--- config.mk ---
export PLATFORM = sky130hd
export DESIGN_NAME = mem_store_buf
export DESIGN_NICKNAME = d
export VERILOG_FILES = /design/src/rtl/mem_pkg.sv /design/src/rtl/sb_fifo.sv /design/src/rtl/mem_store_buf.sv
export SDC_FILE = /design/constraint.sdc
export NUM_CORES = 1
export LEC_CHECK = 0
export CORE_ASPECT_RATIO = 0.75
export CORE_MARGIN = 1.5
export CORE_UTILIZATION = 50
export DETAILED_ROUTE_END_ITERATION = 6
export PLACE_DENSITY = 0.75
export SETUP_SLACK_MARGIN = 0.1
export SLEW_MARGIN = 40
export SYNTH_ARGS = -nofsm -noshare
export SYNTH_HDL_FRONTEND = slang
export SYNTH_SLANG_ARGS = --single-unit
--- constraint.sdc ---
create_clock -name clk -period 7 [get_ports clk]
set_clock_uncertainty 0.2 [all_clocks]
set_input_delay 1.4 -clock clk [delete_from_list [all_inputs] [get_ports clk]]
set_output_delay 1.4 -clock clk [all_outputs]
set_load 0.01 [all_outputs]
--- src/rtl/mem_pkg.sv ---
// Shared definitions for the MEM-stage store path: store op codes, bus size codes
// and the layout of one queued store-buffer entry.
package mem_pkg;

  typedef enum logic [2:0] {
    ST_SB  = 3'd0,
    ST_SH  = 3'd1,
    ST_SW  = 3'd2,
    ST_SWL = 3'd3,
    ST_SWR = 3'd4
  } st_op_e;

  localparam logic [1:0] SIZE_B = 2'd0;
  localparam logic [1:0] SIZE_H = 2'd1;
  localparam logic [1:0] SIZE_W = 2'd2;

  // Entry address field is sized for the widest supported bus; narrower AW uses the low bits.
  localparam int ENTRY_AW = 32;

  typedef struct packed {
    logic [ENTRY_AW-1:0] addr;
    logic [31:0]         wdata;
    logic [3:0]          wstrb;
    logic [1:0]          size;
  } store_entry_t;

endpackage

--- src/rtl/sb_fifo.sv ---
// Store-buffer FIFO: DEPTH entries with power-of-two wrapping pointers and an
// occupancy count; the head entry is always visible on the read port.
module sb_fifo
  import mem_pkg::*;
#(
  parameter int DEPTH = 4
) (
  input  logic                     clk,
  input  logic                     rst,
  input  logic                     push,
  input  store_entry_t             push_entry,
  input  logic                     pop,
  output store_entry_t             head,
  output logic [$clog2(DEPTH):0]   count,
  output logic                     full,
  output logic                     empty
);

  localparam int PW = $clog2(DEPTH);
  localparam int CW = PW + 1;

  store_entry_t   mem [DEPTH];
  logic [PW-1:0]  wr_ptr;
  logic [PW-1:0]  rd_ptr;
  logic           push_ok;
  logic           pop_ok;

  assign push_ok = push & ~full;
  assign pop_ok  = pop & ~empty;

  always_ff @(posedge clk) begin
    if (rst) begin
      wr_ptr <= '0;
      rd_ptr <= '0;
      count  <= '0;
    end else begin
      if (push_ok) wr_ptr <= wr_ptr + 1'b1;
      if (pop_ok)  rd_ptr <= rd_ptr + 1'b1;
      case ({push_ok, pop_ok})
        2'b10:   count <= count + 1'b1;
        2'b01:   count <= count - 1'b1;
        default: count <= count;
      endcase
    end
  end

  // Storage needs no reset: the count alone decides which slots are meaningful.
  always_ff @(posedge clk) begin
    if (push_ok) mem[wr_ptr] <= push_entry;
  end

  assign head  = mem[rd_ptr];
  assign full  = (count == CW'(DEPTH));
  assign empty = (count == '0);

endmodule

--- src/rtl/mem_store_buf.sv ---
// MEM-stage store buffer: aligns committed stores into strobed bus writes, queues
// them, and drains the queue over the req/addr_ok/data_ok data bus.
module mem_store_buf
  import mem_pkg::*;
#(
  parameter int DEPTH = 4,
  parameter int AW    = 32
) (
  input  logic          clk,
  input  logic          rst,
  input  logic          st_valid_i,
  input  logic [2:0]    st_op_i,
  input  logic [AW-1:0] st_addr_i,
  input  logic [31:0]   st_data_i,
  input  logic          st_flush_i,
  output logic          st_stall_o,
  output logic          sb_empty_o,
  output logic          data_req_o,
  output logic          data_wr_o,
  output logic [1:0]    data_size_o,
  output logic [AW-1:0] data_addr_o,
  output logic [3:0]    data_wstrb_o,
  output logic [31:0]   data_wdata_o,
  input  logic          data_addr_ok_i,
  input  logic          data_data_ok_i
);

  localparam int CW = $clog2(DEPTH) + 1;

  typedef enum logic [1:0] {S_IDLE, S_REQ, S_WAIT} bus_state_e;

  bus_state_e    state;
  logic          req_q;
  store_entry_t  new_entry;
  store_entry_t  head;
  logic [CW-1:0] count;
  logic          full;
  logic          empty;
  logic          push;
  logic          pop;
  logic [1:0]    a;
  logic [31:0]   d;

  assign a    = st_addr_i[1:0];
  assign d    = st_data_i;
  assign push = st_valid_i & ~st_flush_i & ~full;
  assign pop  = ((state == S_REQ) & data_addr_ok_i & data_data_ok_i) |
                ((state == S_WAIT) & data_data_ok_i);

  // Word-sized defaults cover SW; the other ops override strobes, data and address alignment.
  always_comb begin
    new_entry.addr  = ENTRY_AW'({st_addr_i[AW-1:2], 2'b00});
    new_entry.wdata = d;
    new_entry.wstrb = 4'b1111;
    new_entry.size  = SIZE_W;
    case (st_op_i)
      ST_SB: begin
        new_entry.addr  = ENTRY_AW'(st_addr_i);
        new_entry.wdata = {4{d[7:0]}};
        new_entry.wstrb = 4'b0001 << a;
        new_entry.size  = SIZE_B;
      end
      ST_SH: begin
        new_entry.addr  = ENTRY_AW'({st_addr_i[AW-1:1], 1'b0});
        new_entry.wdata = {2{d[15:0]}};
        new_entry.wstrb = a[1] ? 4'b1100 : 4'b0011;
        new_entry.size  = SIZE_H;
      end
      ST_SW: begin
      end
      ST_SWL: begin
        case (a)
          2'd0:    begin new_entry.wstrb = 4'b0001; new_entry.wdata = {24'b0, d[31:24]}; end
          2'd1:    begin new_entry.wstrb = 4'b0011; new_entry.wdata = {16'b0, d[31:16]}; end
          2'd2:    begin new_entry.wstrb = 4'b0111; new_entry.wdata = {8'b0, d[31:8]};   end
          default: begin new_entry.wstrb = 4'b1111; new_entry.wdata = d;                 end
        endcase
      end
      ST_SWR: begin
        case (a)
          2'd0:    begin new_entry.wstrb = 4'b1111; new_entry.wdata = d;                 end
          2'd1:    begin new_entry.wstrb = 4'b1110; new_entry.wdata = {d[23:0], 8'b0};   end
          2'd2:    begin new_entry.wstrb = 4'b1100; new_entry.wdata = {d[15:0], 16'b0};  end
          default: begin new_entry.wstrb = 4'b1000; new_entry.wdata = {d[7:0], 24'b0};   end
        endcase
      end
      default: new_entry.wstrb = 4'b0000;
    endcase
  end

  sb_fifo #(.DEPTH(DEPTH)) u_fifo (
    .clk        (clk),
    .rst        (rst),
    .push       (push),
    .push_entry (new_entry),
    .pop        (pop),
    .head       (head),
    .count      (count),
    .full       (full),
    .empty      (empty)
  );

  // Leaving IDLE on an incoming push gives a one-cycle push-to-request latency.
  always_ff @(posedge clk) begin
    if (rst) begin
      state <= S_IDLE;
      req_q <= 1'b0;
    end else begin
      case (state)
        S_IDLE: begin
          if (!empty || push) begin
            state <= S_REQ;
            req_q <= 1'b1;
          end
        end
        S_REQ: begin
          if (data_addr_ok_i && data_data_ok_i && (count > CW'(1))) begin
            state <= S_REQ;
            req_q <= 1'b1;
          end else if (data_addr_ok_i && data_data_ok_i) begin
            state <= S_IDLE;
            req_q <= 1'b0;
          end else if (data_addr_ok_i) begin
            state <= S_WAIT;
            req_q <= 1'b0;
          end
        end
        S_WAIT: begin
          if (data_data_ok_i && (count > CW'(1))) begin
            state <= S_REQ;
            req_q <= 1'b1;
          end else if (data_data_ok_i) begin
            state <= S_IDLE;
            req_q <= 1'b0;
          end
        end
        default: begin
          state <= S_IDLE;
          req_q <= 1'b0;
        end
      endcase
    end
  end

  assign data_req_o   = req_q;
  assign data_wr_o    = req_q;
  assign data_size_o  = req_q ? head.size : 2'b00;
  assign data_addr_o  = req_q ? head.addr[AW-1:0] : '0;
  assign data_wstrb_o = req_q ? head.wstrb : 4'b0000;
  assign data_wdata_o = req_q ? head.wdata : 32'h0;

  assign st_stall_o = full;
  assign sb_empty_o = empty & (state == S_IDLE);

endmodule
After elaboration in Yosys (flattened, before gate mapping):

Memory sizes are Yosys's and may differ from the RTL's. A register that Yosys moved wholly into a read port is not among the register bits.
Cells that the tools add are included.

* bits in latches: 0
* bits in writable memories: 280
* logic and storage cells: 79
* input port bits: 73
* flip-flop bits (word level): 10
* memory bits (read-only): 0
* memories: 1
* output and inout bits: 74

* multiplexer cells: 30
* bitwise gates (word level): 12
* multipliers: 0
* shift operators: 1
* equality and inequality tests: 14
* reductions and logical operators: 11
* div/mod/pow operators: 0
* add/subtract/negate cells: 4
* $lt $le $gt $ge: 1

Memories
* u_fifo.mem: depth 4, width 70, read ports 1, clocked after memory_dff 1, write ports 1, line sb_fifo.sv:22 `store_entry_t mem [DEPTH];`

Operator list (number)
* case mux 36 bit (3 select lines): 2
* case mux 32 bit (4 select lines): 1
* 2-to-1 mux 32 bit: 2
* case mux 4 bit (5 select lines): 1
* 2-to-1 mux 2 bit: 9
* bitwise AND 1 bit: 8
* 2-to-1 mux 1 bit: 8
* 2-to-1 mux 4 bit: 2
* case mux 2 bit (2 select lines): 2
* == test 2 x 1 -> 1 bit (second input constant): 3
* == test 2 bit (second input constant): 3
* == test 3 x 2 -> 1 bit (second input constant): 2
* == test 3 bit (second input constant): 2
* logical NOT 3 bit: 2
* case mux 2 bit (3 select lines): 1
* case mux 3 bit (2 select lines): 1
* adder 2 x 1 -> 2 bit (second input constant): 2
* logical NOT 2 bit: 2
* != test 4 x 2 -> 1 bit (second input constant): 1
* << shifter 1 x 2 -> 4 bit (first input constant): 1
* adder 3 x 1 -> 3 bit (second input constant): 1
* == test 3 x 1 -> 1 bit (second input constant): 1
* greater-than comparator 3 x 1 -> 1 bit (second input constant): 1
* logical AND 1 bit: 3
* other kinds (10): 12

Depth between registers and ports, before layout:

Gate-level depths: netlist (run 1).

* depth after elaboration: 7
* depth in mapped cells: 10
* depth with buffers taken out: 10

Modules after synthesis:

A second synthesis (run 1) with hierarchy kept.

* cells, all modules: 668
* area total of the unflattened synthesis: 12468.2 um^2

Modules (own cells, without submodules)
* sb_fifo: cells an instance 420, instances 1, area each 10650.2 um^2
* mem_store_buf: cells an instance 248, instances 1, area each 1818.0 um^2

Worst setup path before layout (run 1):

OpenSTA, ideal clock, no wires.

* kind: input -> register
* start: input port st_valid_i
* end: memory u_fifo.mem[0][0] in the netlist's numbering (enable)
* arrival time: 3.368 ns
* path slack: 2.996 ns
* stages: 2
* setup time: 0.436 ns
* cell sequence: nor2b_1 -> and3_1

* word-level cells in the longest chain between the ends: 5

RTL lines
* from (decl): line mem_store_buf.sv:11 `input logic st_valid_i,`
* bitwise AND 1 bit (2 in a row): line mem_store_buf.sv:46 `assign push = st_valid_i & ~st_flush_i & ~full;`
* bitwise AND 1 bit: line sb_fifo.sv:28 `assign push_ok = push & ~full;`
* 2-to-1 mux 1 bit: line sb_fifo.sv:49 `if (push_ok) mem[wr_ptr] <= push_entry;`
* 2-to-1 mux 1 bit (not written as such): line sb_fifo.sv:49
* to (decl): line sb_fifo.sv:22

Every way passes these cells.

==> impl_metrics.yaml, run 1 <==
sta:
  hold_viol: 0
  fin_crit_ns: 4.68
  setup_viol: 0
  rsz0062_at_grt: "false"
  tightest_slew_ns: 0.734
  tns_ns: 0
  slew_viol_final: 0
  slew_headroom_pct: 51.1
  fmax_mhz: 213
  finalCritPeriodShare_pct: 66.9
layout:
  utilization_pct: 61.9
  n_antenna_cell: 0
  area_growth_pct: 21.4
  drive_above_1_share_pct: 19.7
  final_cell_area_mm2: 0.0155
  fin_nets: 947
clock_network:
  hold_buffers: 0
  htreeDepth: 1
  cts_tree: "done"
  cts_setup_buffers: 0
  clk-insertion-delay-late_ns: 0.54
  cts.repair.resized: 0
  cts_sinks: 291
  clockRootBuffer: "clkbuf_16"
  clkTransAtPathRegs_ns: 0.07
  cts_made_buffers: 28
  clockBufferDepth: 3
yosys:
  syn_nets: 807
  synthDistinctLibCells: 49
  synth_edf_count: 280
  yosys.cell_count.top_type: "edfxtp_1"
  syn_avg_cell_area_um2: 17.6
  synth_cells: 725
  synthArstFlopShare_pct: 0
  ys_seq_elements: 291
  ys.flop_type: "edfxtp_1"
  ys_warn_count: 0
  yosysSeqAreaShare_pct: 67.6
  synthTopCellsByCount: "280 x edfxtp_1, 78 x mux4_2, 70 x and2_1"
  synth_top_cell_by_area: "edfxtp_1"
  synth_top_cells_by_area: "edfxtp_1 66%, mux4_2 14%, and2_1 3.4%"
  synth_area_mm2: 0.0128
  synth_top_cell_area_share_pct: 65.9
floorplanning:
  die_y_um: 141
  core-area_mm2: 0.0250
  fp.dieArea_mm2: 0.0265
  die_w_um: 187
  start_util_pct: 51.0
  num_rows: 50
  io_pins: 147
global_routing:
  grt_pass1_wl_um: 42900
  grt_overflow: 0
  antenna_found_initial: 1
  grt_max_degree: 50
  track_usage_pct: 21.0
  grt_pass1_vias: 7279
worst_setup_path:
  worstSetupEndpointType: "output pin"
  reg2reg_setup_slack_ns: 4.23
  slowest_delay_ns: 0.66
  critical_path_class: "register to output pin"
  arrival_ns: 3.08
  crit_chain: "buf_4 -> mux4_2 -> and2_1 -> clkdlybuf4s50_1"
  required_ns: 5.40
  slowest_stage: "dfxtp_4"
  critPathMaxFanout: 26
  crit_path_start_kind: "register"
placement:
  place_area_mm2: 0.0146
  hpwlAfterDp_um: 16900
  place_congestion: 0.866
  io_buffers: 146
detailed_routing:
  wl_per_cell_um: 22.3
  vias: 7226
  viasPerCell: 5.90
  ant_nets: 0
  routed_wirelength_um: 27300
  drc_errors: 0
  drt_iter0_markers: 609
  drtPass1Iterations: 5
pwr:
  vdd_drop_max_uv: 196
  power_leakage_nw: 5.03
  power.density_mw_per_mm2: 254
min_path:
  hp-class: "register to register"
status:
  outcome: "complete, no violations"
flow_run:
  drv_cap: 0
## flip-flops by register name, indices dropped and copies added (netlist names), named ones only
name / flops
u_fifo.mem: 280
u_fifo.count: 3
state: 2
u_fifo.rd_ptr: 2
u_fifo.wr_ptr: 2
## routing by layer
layer  wire length, um  vias up  GRT usage [%]
met5                13        -              0
met4               417        2           4.13
met3              2030       35           3.91
met2             12200      309           32.0
met1             12600     3670           32.1
li1                  -     3210              -
## critical path: cells and delay by family (launching register included)
family,cells,cell delay [ns]
and+or+nand+nor,1,0.22
buffers and inverters,2,1.05
muxes,1,0.58
DFF,1,0.66
## through the flow
step	hold slack (ns)	std cells	setup slack [ns]	power [mW]
2_1_floorplan	0.284	725	3.00	2.25
3_3_place_gp	0.308	1171	2.75	2.46
3_5_place_dp	0.323	1173	2.80	2.47
4_1_cts	0.331	1225	2.21	3.96
5_1_grt	0.364	1225	2.09	4.06
6_report	0.329	1225	2.32	3.93
## area by class of cell
| cell class | instances | area, um2 |
|---|---|---|
| fill | 1850 | 9530 |
| sequential | 291 | 8640 |
| multi-input combinational | 370 | 3870 |
| timing repair buffer | 157 | 1560 |
| clock buffer | 36 | 791 |
| tap | 338 | 423 |
| clock inverter | 16 | 153 |
| inverter | 17 | 63.8 |
## report_power, final
part	internal, mW	switching [mW]
sequential	1.96	0.0225
clock	0.874	0.629
combinational	0.225	0.221
## cell families (layout without fill, tap and decap cells)
logic type / Yosys count / in the layout / synth area share, %
AND/OR/NAND/NOR: 165 / 165 / 7.74
XOR/XNOR: 2 / 2 / 0.137
multiplexers: 108 / 108 / 16.4
buffers and inverters: 64 / 226 / 2.36
AO/OA/AOI/OAI: 86 / 86 / 4.92
adder cells (fa/ha/maj): 9 / 9 / 0.882
flip-flops: 291 / 291 / 67.6
## cell usage in the layout, fill, tap and decap left out, drive strengths merged, types with 12 or more instances in the layout
cell type and n:
a22oi 13, o21ai 17, and2 70, buf 12, clkdlybuf4s50 145, nor2 20
nand3b 14, mux2 24, clkbuf 36, inv 16, mux4 78, edfxtp 280
nand2 15
## worst paths after layout
check | startpoint | to | cells past startpoint
worst max-delay path | register | data_wdata_o[28] | 4
worst min-delay path | u_fifo.wr_ptr[0] | u_fifo.wr_ptr[0] | 2
worst max register to register | u_fifo.count[0] | u_fifo.mem[1][4] | 5
worst min register to register | u_fifo.wr_ptr[0] | u_fifo.wr_ptr[0] | 2
Note: power is estimated with default switching activity, not from simulation.
==> run 2, diff against run 1 <==
Settings changed: PLACE_DENSITY 0.75 to 0.78.
Clock period 7 ns to 4 ns, I/O delays scaled along.
==> run 2 against run 1 <==
  * Die area unchanged
  * Combinational power is 78% higher
  * Via count rose by 1.9%
  * Sequential share of layout area fell by 0.39 points
  * Cell count increased by 1.1%
  * Clock-buffer cell count shrank 3
  * Non-clock buffer count grew 17
==> impl_metrics.yaml, run 2 (synthesis gave the netlist of run 1 again) <==
clock_network:
  hold_buffers: 0
  cts_made_buffers: 28
  cts_sinks: 291
  cts_setup_buffers: 0
  clkTransAtPathRegs_ns: 0.07
  clockRootBuffer: "clkbuf_16"
  clk-insertion-delay-late_ns: 0.54
  cts_tree: "done"
  cts.repair.resized: 0
  clockBufferDepth: 3
  htreeDepth: 1
global_routing:
  grt_max_degree: 55
  antenna_found_initial: 2
  grt_overflow: 0
  grt_pass1_wl_um: 43500
  grt_pass1_vias: 7522
  track_usage_pct: 21.4
detailed_routing:
  ant_nets: 0
  drtPass1Iterations: 5
  drt_iter0_markers: 587
  routed_wirelength_um: 28100
  wl_per_cell_um: 22.7
  drc_errors: 0
  vias: 7366
  viasPerCell: 5.95
worst_setup_path:
  slowest_stage: "dfxtp_4"
  slowest_delay_ns: 0.57
  critical_path_class: "register to output pin"
  crit_path_start_kind: "register"
  arrival_ns: 2.60
  worstSetupEndpointType: "output pin"
  crit_chain: "buf_4 -> mux4_2 -> and2_1 -> clkdlybuf4s50_1"
  critPathMaxFanout: 14
  required_ns: 3.00
floorplanning:
  die_y_um: 141
  fp.dieArea_mm2: 0.0265
  die_w_um: 187
  io_pins: 147
  num_rows: 50
  start_util_pct: 51.0
  core-area_mm2: 0.0250
pwr:
  finalPower_mw: 6.71
  power.density_mw_per_mm2: 430
  power_leakage_nw: 5.09
  vdd_drop_max_uv: 408
sta:
  slew_viol_final: 0
  fmax_mhz: 278
  tightest_slew_ns: 0.635
  finalCritPeriodShare_pct: 89.9
  tns_ns: 0
  slew_headroom_pct: 57.3
  rsz0062_at_grt: "false"
  fin_crit_ns: 3.60
  hold_viol: 0
  finalHoldWorstSlack_ns: 0.319
  setup_viol: 0
layout:
  top_register: "u_fifo.mem"
  top_regs: "u_fifo.mem: 280 flops, u_fifo.count: 3 flops"
  final_common_cell: "edfxtp_1"
  final_cell_mix: "280 x edfxtp_1, 146 x clkdlybuf4s50_1, 78 x mux4_2"
  drive_above_1_share_pct: 19.6
  largest_register_ffs: 280
  area_growth_pct: 22.3
  fin_nets: 964
  utilization_pct: 62.4
placement:
  io_buffers: 146
  hpwlAfterDp_um: 18100
  place_congestion: 0.949
min_path:
  hp-class: "register to register"
flow_run:
  drv_cap: 0
status:
  outcome: "complete, no violations"
-- run 2: path summary, 6_finish.rpt --
kind / from / end / slack (ns) / cells after the start
setup / recovery: register / data_wstrb_o[1] / 0.40 / 4
hold / removal: u_fifo.wr_ptr[0] / u_fifo.wr_ptr[0] / 0.32 / 2
setup reg to reg: state[0] / u_fifo.count[2] / 1.40 / 5
hold reg to reg: u_fifo.wr_ptr[0] / u_fifo.wr_ptr[0] / 0.32 / 2
-- run 2: metal layers --
| metal | GRT usage (%) | vias up | routed length [um] | share of wire [%] |
|---|---|---|---|---|
| met2 | 34.5 | 298 | 13300 | 47 |
| met3 | 3.96 | 44 | 1910 | 6.8 |
| met5 | 0 | - | 13 | 0.046 |
| li1 | - | 3236 | - | - |
| met4 | 4.59 | 2 | 413 | 1.5 |
| met1 | 31.1 | 3786 | 12500 | 44 |
-- run 2: cell type report --
type	instances	area, um2
antenna	1	2.50
clock buffer	33	741
clock inverter	14	91.3
fill	1820	9410
inverter	17	63.8
multi-input combinational	370	3850
sequential	291	8640
tap	338	423
timing repair buffer	174	1800
-- run 2: critical path: cells and delay by family, from the launching register on --
family	cells	cell delay (ns)
buffers and inverters	2	0.79
DFF	1	0.57
muxes	1	0.51
and+or+nand+nor	1	0.17
-- run 2: power breakdown --
| part | switching [mW] | leakage, nW | internal [mW] |
|---|---|---|---|
| sequential | 0.0515 | 2.65 | 3.44 |
| clock | 1.05 | 0.405 | 1.37 |
| combinational | 0.380 | 2.04 | 0.412 |
| total | 1.48 | 5.09 | 5.22 |
-- run 2: metrics by stage --
step                setup slack [ns]  area, um2  std cells
global placement               0.747      14800       1189
CTS                            0.143      15600       1236
detailed placement             0.706      14800       1189
floorplan                      0.596      12800        725
global route                   0.275      15600       1237
finish                         0.405      15600       1238
